==> src/rtl/pattern_detector_param_if.sv <==
// Bus bundle for the parametrised serial pattern detector.
// Carries the qualified bit stream, the configuration load port, the counter clear and the detector outputs.
// The master drives the stream and configuration; the slave (detector) drives match, match_cnt and armed.
interface pattern_detector_param_if #(
    parameter int PAT_W = 8,
    parameter int CNT_W = 8,
    parameter int LEN_W = $clog2(PAT_W + 1)
);
    logic             in_valid;
    logic             in_bit;
    logic             cfg_load;
    logic [PAT_W-1:0] cfg_pat;
    logic [LEN_W-1:0] cfg_len;
    logic             cfg_ovl;
    logic             cnt_clr;
    logic             match;
    logic [CNT_W-1:0] match_cnt;
    logic             armed;

    modport master (
        output in_valid, in_bit, cfg_load, cfg_pat, cfg_len, cfg_ovl, cnt_clr,
        input  match, match_cnt, armed
    );

    modport slave (
        input  in_valid, in_bit, cfg_load, cfg_pat, cfg_len, cfg_ovl, cnt_clr,
        output match, match_cnt, armed
    );
endinterface

==> src/rtl/pattern_detector_param.sv <==
// Serial bit-pattern detector with a runtime-loadable 1..PAT_W bit pattern, overlap select and saturating hit counter.
// Latency: match pulses the cycle after the edge that accepts the completing bit; match_cnt updates on that edge.
// No backpressure: a bit is consumed whenever in_valid is high; cfg_load wins over a same-cycle bit, which is dropped.
module pattern_detector_param #(
    parameter int               PAT_W   = 8,
    parameter int               CNT_W   = 8,
    parameter logic [PAT_W-1:0] DEF_PAT = PAT_W'(8'b0011_0101),
    parameter int               DEF_LEN = 6,
    parameter bit               DEF_OVL = 1'b1
) (
    input  logic                    clk,
    input  logic                    rst,
    pattern_detector_param_if.slave bus
);
    localparam int               LEN_W    = $clog2(PAT_W + 1);
    localparam logic [LEN_W-1:0] LEN_MAX  = LEN_W'(PAT_W);
    localparam logic [LEN_W-1:0] LEN_RST  = LEN_W'(DEF_LEN);

    typedef enum logic [1:0] {
        ST_EMPTY   = 2'd0,
        ST_FILLING = 2'd1,
        ST_ARMED   = 2'd2
    } state_t;

    // Active configuration
    logic [PAT_W-1:0] pat, pat_next;
    logic [LEN_W-1:0] len, len_next;
    logic             ovl, ovl_next;

    // History and detection progress
    logic [PAT_W-1:0] hist, hist_next;
    logic [LEN_W-1:0] fill, fill_next, fill_inc;
    state_t           st, st_next;

    // Compare window and hit
    logic [PAT_W-1:0] len_mask;
    logic             hit;

    // Registered outputs
    logic             match_q;
    logic [CNT_W-1:0] cnt_q;

    // Out-of-range lengths fall back to the full pattern width
    logic [LEN_W-1:0] cfg_len_clamped;
    always_comb begin
        cfg_len_clamped = bus.cfg_len;
        if (bus.cfg_len == '0 || bus.cfg_len > LEN_MAX) begin
            cfg_len_clamped = LEN_MAX;
        end
    end

    // Mask selecting the low len bits of the history for comparison
    always_comb begin
        len_mask = '0;
        for (int i = 0; i < PAT_W; i++) begin
            len_mask[i] = (i < int'(len));
        end
    end

    // Next-state: config load, history shift, fill tracking and hit evaluation
    always_comb begin
        pat_next  = pat;
        len_next  = len;
        ovl_next  = ovl;
        hist_next = hist;
        fill_next = fill;
        fill_inc  = fill;
        hit       = 1'b0;
        if (bus.cfg_load) begin
            pat_next  = bus.cfg_pat;
            len_next  = cfg_len_clamped;
            ovl_next  = bus.cfg_ovl;
            hist_next = '0;
            fill_next = '0;
        end else if (bus.in_valid) begin
            hist_next = (hist << 1) | PAT_W'(bus.in_bit);
            fill_inc  = (fill == LEN_MAX) ? fill : fill + LEN_W'(1);
            hit       = (fill_inc >= len) && (((hist_next ^ pat) & len_mask) == '0);
            // Non-overlapping hits restart the fill so the next match needs len fresh bits
            fill_next = (hit && !ovl) ? '0 : fill_inc;
        end
        if (fill_next == '0) begin
            st_next = ST_EMPTY;
        end else if (fill_next >= len_next) begin
            st_next = ST_ARMED;
        end else begin
            st_next = ST_FILLING;
        end
    end

    // State register: configuration, history, fill and detection state
    always_ff @(posedge clk or posedge rst) begin
        if (rst) begin
            pat  <= DEF_PAT;
            len  <= LEN_RST;
            ovl  <= DEF_OVL;
            hist <= '0;
            fill <= '0;
            st   <= ST_EMPTY;
        end else begin
            pat  <= pat_next;
            len  <= len_next;
            ovl  <= ovl_next;
            hist <= hist_next;
            fill <= fill_next;
            st   <= st_next;
        end
    end

    // Match pulse and saturating hit counter; clear beats a same-cycle increment
    always_ff @(posedge clk or posedge rst) begin
        if (rst) begin
            match_q <= 1'b0;
            cnt_q   <= '0;
        end else begin
            match_q <= hit;
            if (bus.cnt_clr) begin
                cnt_q <= '0;
            end else if (hit && (cnt_q != '1)) begin
                cnt_q <= cnt_q + CNT_W'(1);
            end
        end
    end

    // Outputs come straight from registers
    always_comb begin
        bus.armed     = (st == ST_ARMED);
        bus.match     = match_q;
        bus.match_cnt = cnt_q;
    end
endmodule

==> src/flat_wrapper.sv <==
// flat-port wrapper written by rule: the top's interface ports become plain ports
module pattern_detector_param_flat 
#(
    parameter int               PAT_W   = 8,
    parameter int               CNT_W   = 8,
    parameter logic [PAT_W-1:0] DEF_PAT = PAT_W'(8'b0011_0101),
    parameter int               DEF_LEN = 6,
    parameter bit               DEF_OVL = 1'b1
)
  (clk, rst, bus_in_valid, bus_in_bit, bus_cfg_load, bus_cfg_pat, bus_cfg_len, bus_cfg_ovl, bus_cnt_clr, bus_match, bus_match_cnt, bus_armed);
  pattern_detector_param_if #(.PAT_W(PAT_W), .CNT_W(CNT_W)) bus_i ();
  input  logic clk;
  input  logic rst;
  input wire logic [$bits(bus_i.in_valid)-1:0] bus_in_valid;
  input wire logic [$bits(bus_i.in_bit)-1:0] bus_in_bit;
  input wire logic [$bits(bus_i.cfg_load)-1:0] bus_cfg_load;
  input wire logic [$bits(bus_i.cfg_pat)-1:0] bus_cfg_pat;
  input wire logic [$bits(bus_i.cfg_len)-1:0] bus_cfg_len;
  input wire logic [$bits(bus_i.cfg_ovl)-1:0] bus_cfg_ovl;
  input wire logic [$bits(bus_i.cnt_clr)-1:0] bus_cnt_clr;
  output wire logic [$bits(bus_i.match)-1:0] bus_match;
  output wire logic [$bits(bus_i.match_cnt)-1:0] bus_match_cnt;
  output wire logic [$bits(bus_i.armed)-1:0] bus_armed;
  assign bus_i.in_valid = bus_in_valid;
  assign bus_i.in_bit = bus_in_bit;
  assign bus_i.cfg_load = bus_cfg_load;
  assign bus_i.cfg_pat = bus_cfg_pat;
  assign bus_i.cfg_len = bus_cfg_len;
  assign bus_i.cfg_ovl = bus_cfg_ovl;
  assign bus_i.cnt_clr = bus_cnt_clr;
  assign bus_match = bus_i.match;
  assign bus_match_cnt = bus_i.match_cnt;
  assign bus_armed = bus_i.armed;
  pattern_detector_param #(.PAT_W(PAT_W), .CNT_W(CNT_W), .DEF_PAT(DEF_PAT), .DEF_LEN(DEF_LEN), .DEF_OVL(DEF_OVL)) u_core (.clk(clk), .rst(rst), .bus(bus_i));
endmodule
==> config.mk <==
export PLATFORM = sky130hd
export DESIGN_NAME = pattern_detector_param_flat
export DESIGN_NICKNAME = d
export VERILOG_FILES = /design/src/rtl/pattern_detector_param_if.sv /design/src/rtl/pattern_detector_param.sv /design/src/flat_wrapper.sv
export SDC_FILE = /design/constraint.sdc
export NUM_CORES = 1
export LEC_CHECK = 0
export BUFFER_PORTS_ARGS = -buffer_cell sky130_fd_sc_hd__buf_2
export CORE_ASPECT_RATIO = 1.4
export CORE_UTILIZATION = 35
export CTS_CLUSTER_SIZE = 25
export DETAILED_ROUTE_END_ITERATION = 12
export GPL_TIMING_DRIVEN = 0
export PLACE_DENSITY_LB_ADDON = 0.3
export SLEW_MARGIN = 20
export SYNTH_ARGS = -nofsm -noshare
export SYNTH_HDL_FRONTEND = slang
export SYNTH_SLANG_ARGS = --single-unit
==> constraint.sdc <==
create_clock -name clk -period 3.2 [get_ports clk]
set_input_delay 0.48 -clock clk [delete_from_list [all_inputs] [get_ports clk]]
set_output_delay 0.48 -clock clk [all_outputs]
set_load 0.05 [all_outputs]
==> results.sh, run 1 <==
export IMPL_synthTopCellsByArea="dfrtp_1, dfstp_2, ha_1"
export IMPL_fin_cells=296
export IMPL_synth_top_cell_area_share_pct=35.8
export IMPL_outcome="finished with violations"
export IMPL_synth_warnings=0
export IMPL_grt_max_degree=36
export IMPL_maxCapViolCount=0
export IMPL_grt_pass1_vias=1620
export IMPL_finClkSkew_ns=0.0138
export IMPL_cp_arrival_ns=3.45
export IMPL_synth_mux_area_share_pct=9.27
export IMPL_cts_sinks=35
export IMPL_syn_nets=217
export IMPL_fillerInstances=537
export IMPL_final_cell_mix="buf_2, dfrtp_1, nor2_1"
export IMPL_die_area_sq_um=5900
export IMPL_clk_latency_ns=0.29
export IMPL_synth_flop_cell="dfrtp_1"
export IMPL_cts_root_buf="clkbuf_8"
export IMPL_slew_viol_final=0
export IMPL_grt_overflow_total=0
export IMPL_die_height_um=90.5
export IMPL_yosysTopAreaCell="dfrtp_1"
export IMPL_io_pins=29
export IMPL_place_ws_ns=-0.302
export IMPL_min_period_over_period_pct=101
export IMPL_initial_utilization_pct=37.1
export IMPL_synthArstFlopShare_pct=100
export IMPL_diodes=0
export IMPL_worst_pin_slew_ns=0.725
export IMPL_hold_violations=0
export IMPL_criticalPathCategory="reg -> reg"
export IMPL_place_hpwl_mm=2.94
export IMPL_worst_path_buf_inv=3
export IMPL_synth_avg_cell_area_sq_um=10.5
export IMPL_power_density_nw_per_um2=440
export IMPL_critPathRequiredTime_ns=3.41
export IMPL_fp_coreArea_sq_um=5280
export IMPL_synthSimpleGateAreaFrac_pct=16.1
export IMPL_violations="setup timing"
export IMPL_netlist_area_sq_um=1960
export IMPL_dr_first_iter_drc_count=39
export IMPL_vias_per_cell=5.15
export IMPL_min_path_type="in -> async"
export IMPL_max_freq_mhz=309
export IMPL_peakVddDrop_uv=272
export IMPL_critPathTopFamily="compound AO/OA/AOI/OAI gates"
export IMPL_crit_chain="inv_2 -> ha_4 -> nand2_4 -> nor2_4 -> xnor2_2 -> inv_1 -> ha_1 -> nand2b_4 -> a2111o_1 -> and4b_1 -> nand2_2 -> a32o_2 -> inv_2 -> ha_4 -> nand2b_4 -> a21o_1 -> a21o_1 -> a21oi_2 -> nor2b_2"
export IMPL_rsz0062_at_grt="yes"
export IMPL_synth_top_family_by_area="simple AND/OR/NAND/NOR gates"
export IMPL_drcViolationCount=0
export IMPL_finalSetupViolCount=2
export IMPL_cts_tree="yes"
export IMPL_cts_buffer_depth=2
export IMPL_synth_compound_area_share_pct=12.6
export IMPL_cp_max_fo=2
export IMPL_ys_seq_area_share_pct=45.2
export IMPL_antenna_found_initial=0
export IMPL_drt_first_pass_iters=6
export IMPL_dp_cells=279
export IMPL_slowest_delay_ns=0.41
export IMPL_critPathCaptureType="flip-flop"
export IMPL_cp_start_kind="flip-flop"
export IMPL_grt_usage_pct=15.4
export IMPL_nets=259
export IMPL_synth_cell_types=43
export IMPL_die_width_um=65.2
export IMPL_rows=31
export IMPL_fin_ws_ns=-0.0392
export IMPL_synth_seq_cells=35
export IMPL_leakage_nw=1.16
export IMPL_yosys_area_share_adder_pct=7.03
export IMPL_io_buffers=26
export IMPL_syn_to_final_growth_pct=23.7
export IMPL_detail_route_wl_per_cell_um=13.8
export IMPL_drive_gt1_share_pct=34.3
export IMPL_gp_congestion=0.804
export IMPL_cpMaxStageDelayCell="dfrtp_2"
export IMPL_cts_max_level=2
export IMPL_synthXorXnorAreaFrac_pct=5.37
export IMPL_routed_wirelength_mm=4.07
export IMPL_grt_pass1_wl_mm=6.98
export IMPL_relSlewSlack_pct=51.6
export IMPL_cts_buffers=5
export IMPL_clkTransAtPathRegs_ns=0.08
export IMPL_synth_edff_count=0
export IMPL_period_needed_ns=3.24
export IMPL_register_area_sq_um=887
export IMPL_syn_instance_count=187
export IMPL_antenna_left=0
export IMPL_vias=1523
export IMPL_multi_input_area_sq_um=1060
==> registers in the layout, indices dropped and copies added, names as in the netlist <==
| register | cells |
|---|---|
| u_core.bus.match | 1 |
| u_core.bus.match_cnt | 8 |
| u_core.fill | 4 |
| u_core.hist | 7 |
| u_core.len | 4 |
| u_core.ovl | 1 |
| u_core.pat | 8 |
| u_core.st | 2 |
==> synthesized netlist by cell type, types with 3 or more instances <==
| master | count |
|---|---|
| a32o_1 | 3 |
| a21oi_1 | 13 |
| inv_1 | 12 |
| nand2b_1 | 4 |
| nor2_1 | 18 |
| xnor2_1 | 5 |
| dfrtp_1 | 28 |
| nand3_1 | 7 |
| o21ai_0 | 6 |
| dfstp_2 | 7 |
| nand2_1 | 6 |
| ha_1 | 11 |
| mux2_2 | 9 |
| xor2_1 | 7 |
| nor2b_1 | 3 |
| clkbuf_1 | 3 |
| mux2i_1 | 8 |
| or3_1 | 6 |
==> logic make-up after synthesis <==
kind of cell / after synthesis
compound gates: 35
flops: 35
fa+ha+maj: 11
simple gates: 58
buf+inv: 19
mux: 17
xor+xnor: 12
==> path summary, 6_finish.rpt <==
| kind | cells past startpoint | from | to | slack, ns |
|---|---|---|---|---|
| max in group asynchronous | 2 | rst | u_core.fill[1]$_DFF_PP0_ | 2.37 |
| min in group clk | 2 | bus_cfg_pat[6] | u_core.pat[6]$_DFFE_PP0P_ | 0.42 |
| worst min-delay path | 2 | rst | u_core.bus.match_cnt[0]$_DFFE_PP0P_ | 0.30 |
| worst max-delay path | 19 | u_core.fill[1]$_DFF_PP0_ | u_core.st[0]$_DFF_PP0_ | -0.04 |
| worst min register to register | 1 | u_core.pat[3]$_DFFE_PP0P_ | u_core.pat[3]$_DFFE_PP0P_ | 0.53 |
| worst max register to register | 19 | u_core.fill[1]$_DFF_PP0_ | u_core.st[0]$_DFF_PP0_ | -0.04 |
==> layer usage <==
layer | vias up | track usage [%] | wire length [um]
met2 | 20 | 27.7 | 2210
met1 | 743 | 16.5 | 1680
met5 | - | 0 | 0
li1 | 752 | - | -
met3 | 8 | 3.16 | 84
met4 | 0 | 7.43 | 100
==> report_power, final <==
group,internal [mW],switching [mW]
combinational,0.0920,0.0922
clock,0.233,0.154
sequential,0.473,0.0200
==> worst register-to-register path, delay by kind of cell, from the launching register on <==
kind	cells	cell delay [ns]
AOI/OAI and AO/OA	5	0.98
xor gates and xnor gates	1	0.13
adders and majority gates	3	0.61
buffers and inverters	3	0.18
DFF	1	0.41
and+or+nand+nor	7	0.87
==> area by class of cell <==
| class | count | area share [%] |
|---|---|---|
| Timing Repair Buffer | 35 | 8.17 |
| Sequential cell | 35 | 36.7 |
| Clock inverter | 1 | 1.24 |
| Multi-Input combinational cell | 133 | 43.8 |
| Tap cell | 66 | 3.41 |
| Inverter | 12 | 1.86 |
| Clock buffer | 7 | 3.15 |
| Buffer | 7 | 1.71 |
==> repair_timing <==
| item | 4_1_cts | 5_1_grt |
|---|---|---|
| setup endpoints to repair | 2 | 2 |
| pin swaps | 3 | 2 |
| buffers inserted | 6 | 3 |
| hold buffers | 0 | 0 |
| resized for setup | 9 | 8 |
==> metrics by stage <==
| step | total power, mW | util, % | hold slack (ns) | area, sq um | TNS [ns] |
|---|---|---|---|---|---|
| final | 1.06 | 45.9 | 0.299 | 2420 | -0.0401 |
| after CTS | 1.07 | 44.8 | 0.333 | 2360 | -0.150 |
| after detailed placement | 0.657 | 41.3 | 0.521 | 2180 | -0.569 |
| after global placement | 0.653 | 41.3 | 0.517 | 2180 | -0.539 |
| after global routing | 1.12 | 45.9 | 0.392 | 2420 | -0.384 |
| after floorplan | 0.613 | - | 0.501 | 1970 | -0.0570 |
Power figures use the tool's default switching activity.
==> run 2, diff against run 1 <==
Settings changed: ABC_AREA set to 1, CORE_UTILIZATION 35 to 51.
==> run 2 against run 1 <==
Net effect:
- the run now ends clean
- combinational power down 6%
- synthesized cell count up 37%
- area after synthesis up 3.0%
- utilization up 17 points
- sequential share of layout area up 1.4 points
- non-clock buffer count down 9
- critical path depth up 1
- sequential cell count unchanged
- worst setup slack better by 0.33 ns
- hold slack better by 0.0047 ns
- critical endpoint unchanged
==> results.sh, run 2 <==
export IMPL_outcome="completed"
export IMPL_synth_top_cell_area_share_pct=34.8
export IMPL_layout_cells_most_common="nand2_1"
export IMPL_maxCapViolCount=0
export IMPL_routed_wirelength_mm=4.17
export IMPL_synth_avg_cell_area_sq_um=7.84
export IMPL_die_height_um=76.4
export IMPL_syn_instance_count=257
export IMPL_initial_utilization_pct=54.4
export IMPL_fin_ws_ns=0.289
export IMPL_grt_pass1_wl_mm=6.97
export IMPL_cts_hold_buf=0
export IMPL_dr_first_iter_drc_count=33
export IMPL_drt_first_pass_iters=4
export IMPL_grt_usage_pct=23.2
export IMPL_diodes=0
export IMPL_drcViolationCount=0
export IMPL_synthTopCellsByArea="dfrtp_1, nand2_1, dfstp_2"
export IMPL_gp_congestion=0.819
export IMPL_synth_commonest_cells="nand2_1, inv_1, dfrtp_1"
export IMPL_clkTransAtPathRegs_ns=0.07
export IMPL_synth_flop_cell="dfrtp_1"
export IMPL_worst_pin_slew_ns=0.742
export IMPL_cts_tree="yes"
export IMPL_relSlewSlack_pct=50.4
export IMPL_cts_buffer_depth=2
export IMPL_netlist_area_sq_um=2020
export IMPL_syn_to_final_growth_pct=15.5
export IMPL_grt_overflow_total=0
export IMPL_critPathCaptureType="flip-flop"
export IMPL_synth_seq_cells=35
export IMPL_fp_coreArea_sq_um=3710
export IMPL_synth_warnings=0
export IMPL_antenna_left=0
export IMPL_cts_root_buf="clkbuf_8"
export IMPL_stdcell_area_sq_um=2330
export IMPL_yosysMostFrequentCell="nand2_1"
export IMPL_cts_max_level=2
export IMPL_yosysTopAreaCell="dfrtp_1"
export IMPL_cts_sinks=35
export IMPL_finClkSkew_ns=0.00660
export IMPL_highest_layer="met4"
export IMPL_grt_max_degree=36
export IMPL_clkPwrFrac_pct=35.4
export IMPL_vias=1705
export IMPL_min_path_type="in -> async"
export IMPL_fin_tns_setup_ns=0
export IMPL_die_width_um=55.1
export IMPL_met1_length_mm=1.83
export IMPL_ys_seq_area_share_pct=43.9
export IMPL_p_sw_mw=0.293
export IMPL_antenna_found_initial=0
export IMPL_place_hpwl_mm=3.02
export IMPL_grt_pass1_vias=1658
export IMPL_syn_nets=287
export IMPL_power_density_nw_per_um2=439
export IMPL_rows=26
export IMPL_critPathRequiredTime_ns=3.42
export IMPL_cts_buffers=5
export IMPL_cp_max_fo=4
export IMPL_synth_cell_types=28
export IMPL_wl_met3_um=166
export IMPL_criticalPathCategory="reg -> reg"
export IMPL_io_buffers=28
export IMPL_p_int_mw=0.729
export IMPL_detail_route_wl_per_cell_um=12.4
export IMPL_rsz0062_at_grt="no"
export IMPL_vias_per_cell=5.06
export IMPL_switching_share_pct=28.6
export IMPL_placed_cell_area_sq_um=2210
export IMPL_die_area_sq_um=4210
export IMPL_leakage_nw=1.24
export IMPL_final_cell_mix="nand2_1, inv_1, buf_2, dfrtp_1, nor2_1"
export IMPL_place_ws_ns=0.185
export IMPL_wl_met2_mm=2.07
export IMPL_cp_arrival_ns=3.13
export IMPL_min_period_over_period_pct=91.0
export IMPL_cp_start_kind="flip-flop"
export IMPL_synth_edff_count=0
export IMPL_slew_viol_final=0
export IMPL_finalSetupViolCount=0
export IMPL_seqPwrFrac_pct=47.7
export IMPL_period_needed_ns=2.91
export IMPL_io_pins=29
export IMPL_hold_violations=0
export IMPL_nets=324
export IMPL_max_freq_mhz=343
export IMPL_power_frac_comb_pct=16.9
export IMPL_synthArstFlopShare_pct=100
export IMPL_peakVddDrop_uv=378
export IMPL_drive_gt1_share_pct=21.0
export IMPL_clk_latency_ns=0.29
## run 2: cell types whose count changed after synthesis, sizes merged, moves of 7 or more
cell / previous run / this run
o22ai: 1 / 8
mux2i: 8 / 0
nand3: 8 / 17
mux2: 9 / 0
nand2: 6 / 70
inv: 12 / 44
a21oi: 13 / 5
o21ai: 6 / 15
nor2: 18 / 31
## run 2: cell type report
| cell class | count | area, sq um |
|---|---|---|
| fill | 339 | 1380 |
| multi-input combinational | 174 | 955 |
| sequential | 35 | 885 |
| inverter | 45 | 169 |
| timing repair buffer | 30 | 155 |
| clock buffer | 8 | 100 |
| tap | 42 | 52.6 |
| buffer | 3 | 11.3 |
## run 2: path summary, 6_finish.rpt
path | depth (start not counted) | to | slack (ns) | from
worst min register to register | 2 | u_core.pat[5]$_DFFE_PP1P_ | 0.48 | u_core.pat[5]$_DFFE_PP1P_
worst min-delay path | 2 | u_core.bus.match$_DFF_PP0_ | 0.30 | rst
min in group clk | 3 | u_core.pat[3]$_DFFE_PP0P_ | 0.39 | bus_cfg_pat[3]
worst max-delay path | 20 | u_core.st[0]$_DFF_PP0_ | 0.29 | u_core.fill[0]$_DFF_PP0_
max in group asynchronous | 2 | u_core.pat[7]$_DFFE_PP0P_ | 2.41 | rst
worst max register to register | 20 | u_core.st[0]$_DFF_PP0_ | 0.29 | u_core.fill[0]$_DFF_PP0_
## run 2: through the flow
stage,std cells,hold WS (ns),utilization [%],power [mW]
final,337,0.304,62.8,1.02
after global placement,327,0.460,59.5,0.655
after floorplan,257,0.448,-,0.615
after global routing,337,0.369,62.8,1.07
after CTS,335,0.326,62.2,1.02
after detailed placement,327,0.475,59.5,0.663
## run 2: per-layer routing
| layer | global-route usage (%) | up-vias |
|---|---|---|
| li1 | - | 886 |
| met1 | 28.5 | 776 |
| met2 | 36.1 | 34 |
| met3 | 6.39 | 9 |
| met4 | 11.3 | 0 |
| met5 | 0 | - |
## run 2: worst max-delay path, cell delays in order (launching register included)
cell and delay, ns:
dfrtp_1 0.42, inv_1 0.09, ha_1 0.14, nand2_1 0.07, nor2_1 0.12, xor2_1 0.25, ha_1 0.20, nor2_1 0.04
o21ai_1 0.11, nand3_1 0.12, nand4_1 0.19, nand2_1 0.07, nand2_1 0.11, ha_1 0.26, inv_1 0.06, nor2_1 0.03
o21ai_0 0.13, nand2_1 0.07, a31oi_1 0.18, inv_1 0.06, a21oi_1 0.11
## run 2: power groups by stage
| stage | registers [mW] | clock network, mW | logic [mW] |
|---|---|---|---|
| 2_1_floorplan | 0.491 | 0 | 0.124 |
| 3_3_place_gp | 0.494 | 0 | 0.161 |
| 5_1_grt | 0.490 | 0.385 | 0.199 |
| 4_1_cts | 0.487 | 0.366 | 0.168 |
| 3_5_place_dp | 0.495 | 0 | 0.167 |
| 6_report | 0.487 | 0.362 | 0.173 |
## run 2: what timing repair did
item / CTS / global route
setup buffers: 0 / 2
setup endpoints to repair: 0 / 2
gates resized for setup: 0 / 3
endpoints found under the hold margin: 0 / 0
## run 2: logic make-up after synthesis
kind of cell / count (synthesis) / share of synthesized area [%]
and+or+nand+nor: 121 / 27.6
DFF: 35 / 43.9
xor gates and xnor gates: 6 / 2.61
buffers and inverters: 48 / 8.94
AOI/OAI and AO/OA: 36 / 10.2
adders and majority gates: 11 / 6.83
==> run 3, diff against run 2 <==
Settings changed: CAP_MARGIN set to 0, CORE_UTILIZATION 51 to 60, SKIP_CTS_REPAIR_TIMING set to 1.
Clock period 3.2 ns to 3.6 ns, I/O delays scaled along.
==> run 3 against run 2 <==
Net effect:
- total power decreased by 15%
- routed wire length shrank 1.7%
- via count shrank 0.29%
- clock power shrank 19%
- largest cell class unchanged
==> results.sh, run 3 (same netlist as run 2, synthesis figures left out) <==
export IMPL_outcome="completed"
export IMPL_rr_endpoint="u_core.st[0]$_DFF_PP0_"
export IMPL_finalSetupViolCount=0
export IMPL_drcViolationCount=0
export IMPL_dr_first_iter_drc_count=44
export IMPL_cts_root_buf="clkbuf_8"
export IMPL_nets=322
export IMPL_criticalPathCategory="reg -> reg"
export IMPL_grt_max_degree=36
export IMPL_min_path_type="in -> async"
export IMPL_dp_cells=324
export IMPL_cp_max_fo=4
export IMPL_fin_tns_setup_ns=0
export IMPL_reg2reg_slack_ns=0.55
export IMPL_vias=1700
export IMPL_critPathRequiredTime_ns=3.83
export IMPL_cp_common_cell="nand2_1"
export IMPL_cts_sinks=35
export IMPL_cp_depth=20
export IMPL_grt_usage_pct=26.6
export IMPL_fin_cells=332
export IMPL_cpMaxStageDelayCell="dfrtp_1"
export IMPL_leakage_nw=1.21
export IMPL_relSlewSlack_pct=51.7
export IMPL_io_buffers=28
export IMPL_diodes=0
export IMPL_worst_path_buf_inv=3
export IMPL_maxCapViolCount=0
export IMPL_peakVddDrop_uv=328
export IMPL_power_density_nw_per_um2=380
export IMPL_die_area_sq_um=3600
export IMPL_cp_start_kind="flip-flop"
export IMPL_grt_pass1_vias=1656
export IMPL_clkTransAtPathRegs_ns=0.08
export IMPL_vias_per_cell=5.12
export IMPL_layout_cells_most_common="nand2_1"
export IMPL_antenna_left=0
export IMPL_syn_to_final_growth_pct=13.8
export IMPL_slew_viol_final=0
export IMPL_die_width_um=51.0
export IMPL_worst_pin_slew_ns=0.723
export IMPL_routed_wirelength_mm=4.10
export IMPL_max_freq_mhz=328
export IMPL_gp_congestion=0.850
export IMPL_cts_buffers=5
export IMPL_critPathCaptureType="flip-flop"
export IMPL_fillerInstances=251
export IMPL_place_ws_ns=0.599
export IMPL_clk_latency_ns=0.31
export IMPL_rsz0062_at_grt="no"
export IMPL_slowest_delay_ns=0.42
export IMPL_grt_overflow_total=0
export IMPL_final_cell_mix="nand2_1, inv_1, buf_2, dfrtp_1, nor2_1"
export IMPL_fin_ws_ns=0.552
export IMPL_cts_max_level=2
export IMPL_drt_first_pass_iters=4
export IMPL_place_hpwl_mm=3.00
export IMPL_drive_gt1_share_pct=20.5
export IMPL_endpoint="u_core.st[0]$_DFF_PP0_"
export IMPL_io_pins=29
export IMPL_detail_route_wl_per_cell_um=12.3
export IMPL_initial_utilization_pct=63.9
export IMPL_cp_arrival_ns=3.28
export IMPL_hold_violations=0
export IMPL_period_needed_ns=3.05
export IMPL_worst_r2r_startpoint="u_core.fill[0]$_DFF_PP0_"
export IMPL_cts_buffer_depth=2
export IMPL_fp_coreArea_sq_um=3150
export IMPL_antenna_found_initial=0
export IMPL_cts_tree="yes"
export IMPL_crit_chain="inv_1 -> ha_1 -> nand2_1 -> nor2_1 -> xor2_1 -> ha_1 -> nor2_1 -> o21ai_0 -> nand3_1 -> nand4_1 -> nand2_1 -> nand2_1 -> ha_1 -> inv_1 -> nor2_1 -> o21ai_0 -> nand2_1 -> a31oi_1 -> inv_1 -> a21oi_1"
export IMPL_r2r_cells=20
export IMPL_min_period_over_period_pct=84.7
export IMPL_rows=24
export IMPL_grt_pass1_wl_mm=7.06
export IMPL_crit_start="u_core.fill[0]$_DFF_PP0_"
export IMPL_critPathTopFamily="simple AND/OR/NAND/NOR gates"
export IMPL_finClkSkew_ns=0.00931
export IMPL_die_height_um=70.6
-- run 3: power breakdown --
part / total [mW] / switching, mW / internal (mW)
clock network: 0.292 / 0.157 / 0.135
logic: 0.147 / 0.0965 / 0.0508
registers: 0.432 / 0.0144 / 0.418
-- run 3: final cells by class --
type | count | area (sq um) | area share, %
Timing Repair Buffer | 28 | 140 | 6.11
Sequential cell | 35 | 885 | 38.6
Inverter | 45 | 169 | 7.36
Clock buffer | 5 | 68.8 | 3.00
Buffer | 3 | 11.3 | 0.491
Tap cell | 39 | 48.8 | 2.13
Multi-Input combinational cell | 174 | 951 | 41.5
Clock inverter | 3 | 20.0 | 0.873
-- run 3: how the worst min path moves through the flow --
stage,end,depth (start not counted)
6_report,u_core.bus.match$_DFF_PP0_,2
5_1_grt,u_core.bus.match$_DFF_PP0_,2
4_1_cts,u_core.bus.match_cnt[5]$_DFFE_PP0P_,2
3_5_place_dp,u_core.pat[5]$_DFFE_PP1P_,2
3_3_place_gp,u_core.pat[5]$_DFFE_PP1P_,2
2_1_floorplan,u_core.pat[5]$_DFFE_PP1P_,2
-- run 3: per-layer routing --
layer	global-route usage [%]	up-vias	wire length (um)
met4	11.4	0	60
met1	30.3	778	1780
met5	0	-	0
li1	-	883	-
met2	45.3	32	2100
met3	7.96	7	150
-- run 3: metrics by stage --
stage	power (mW)	util (%)	hold slack [ns]	area (sq um)
5_1_grt	0.915	72.7	0.418	2290
4_1_cts	0.879	72.7	0.368	2290
3_3_place_gp	0.581	69.9	0.462	2200
2_1_floorplan	0.547	-	0.448	2020
6_report	0.871	72.7	0.342	2290
3_5_place_dp	0.587	69.9	0.473	2200
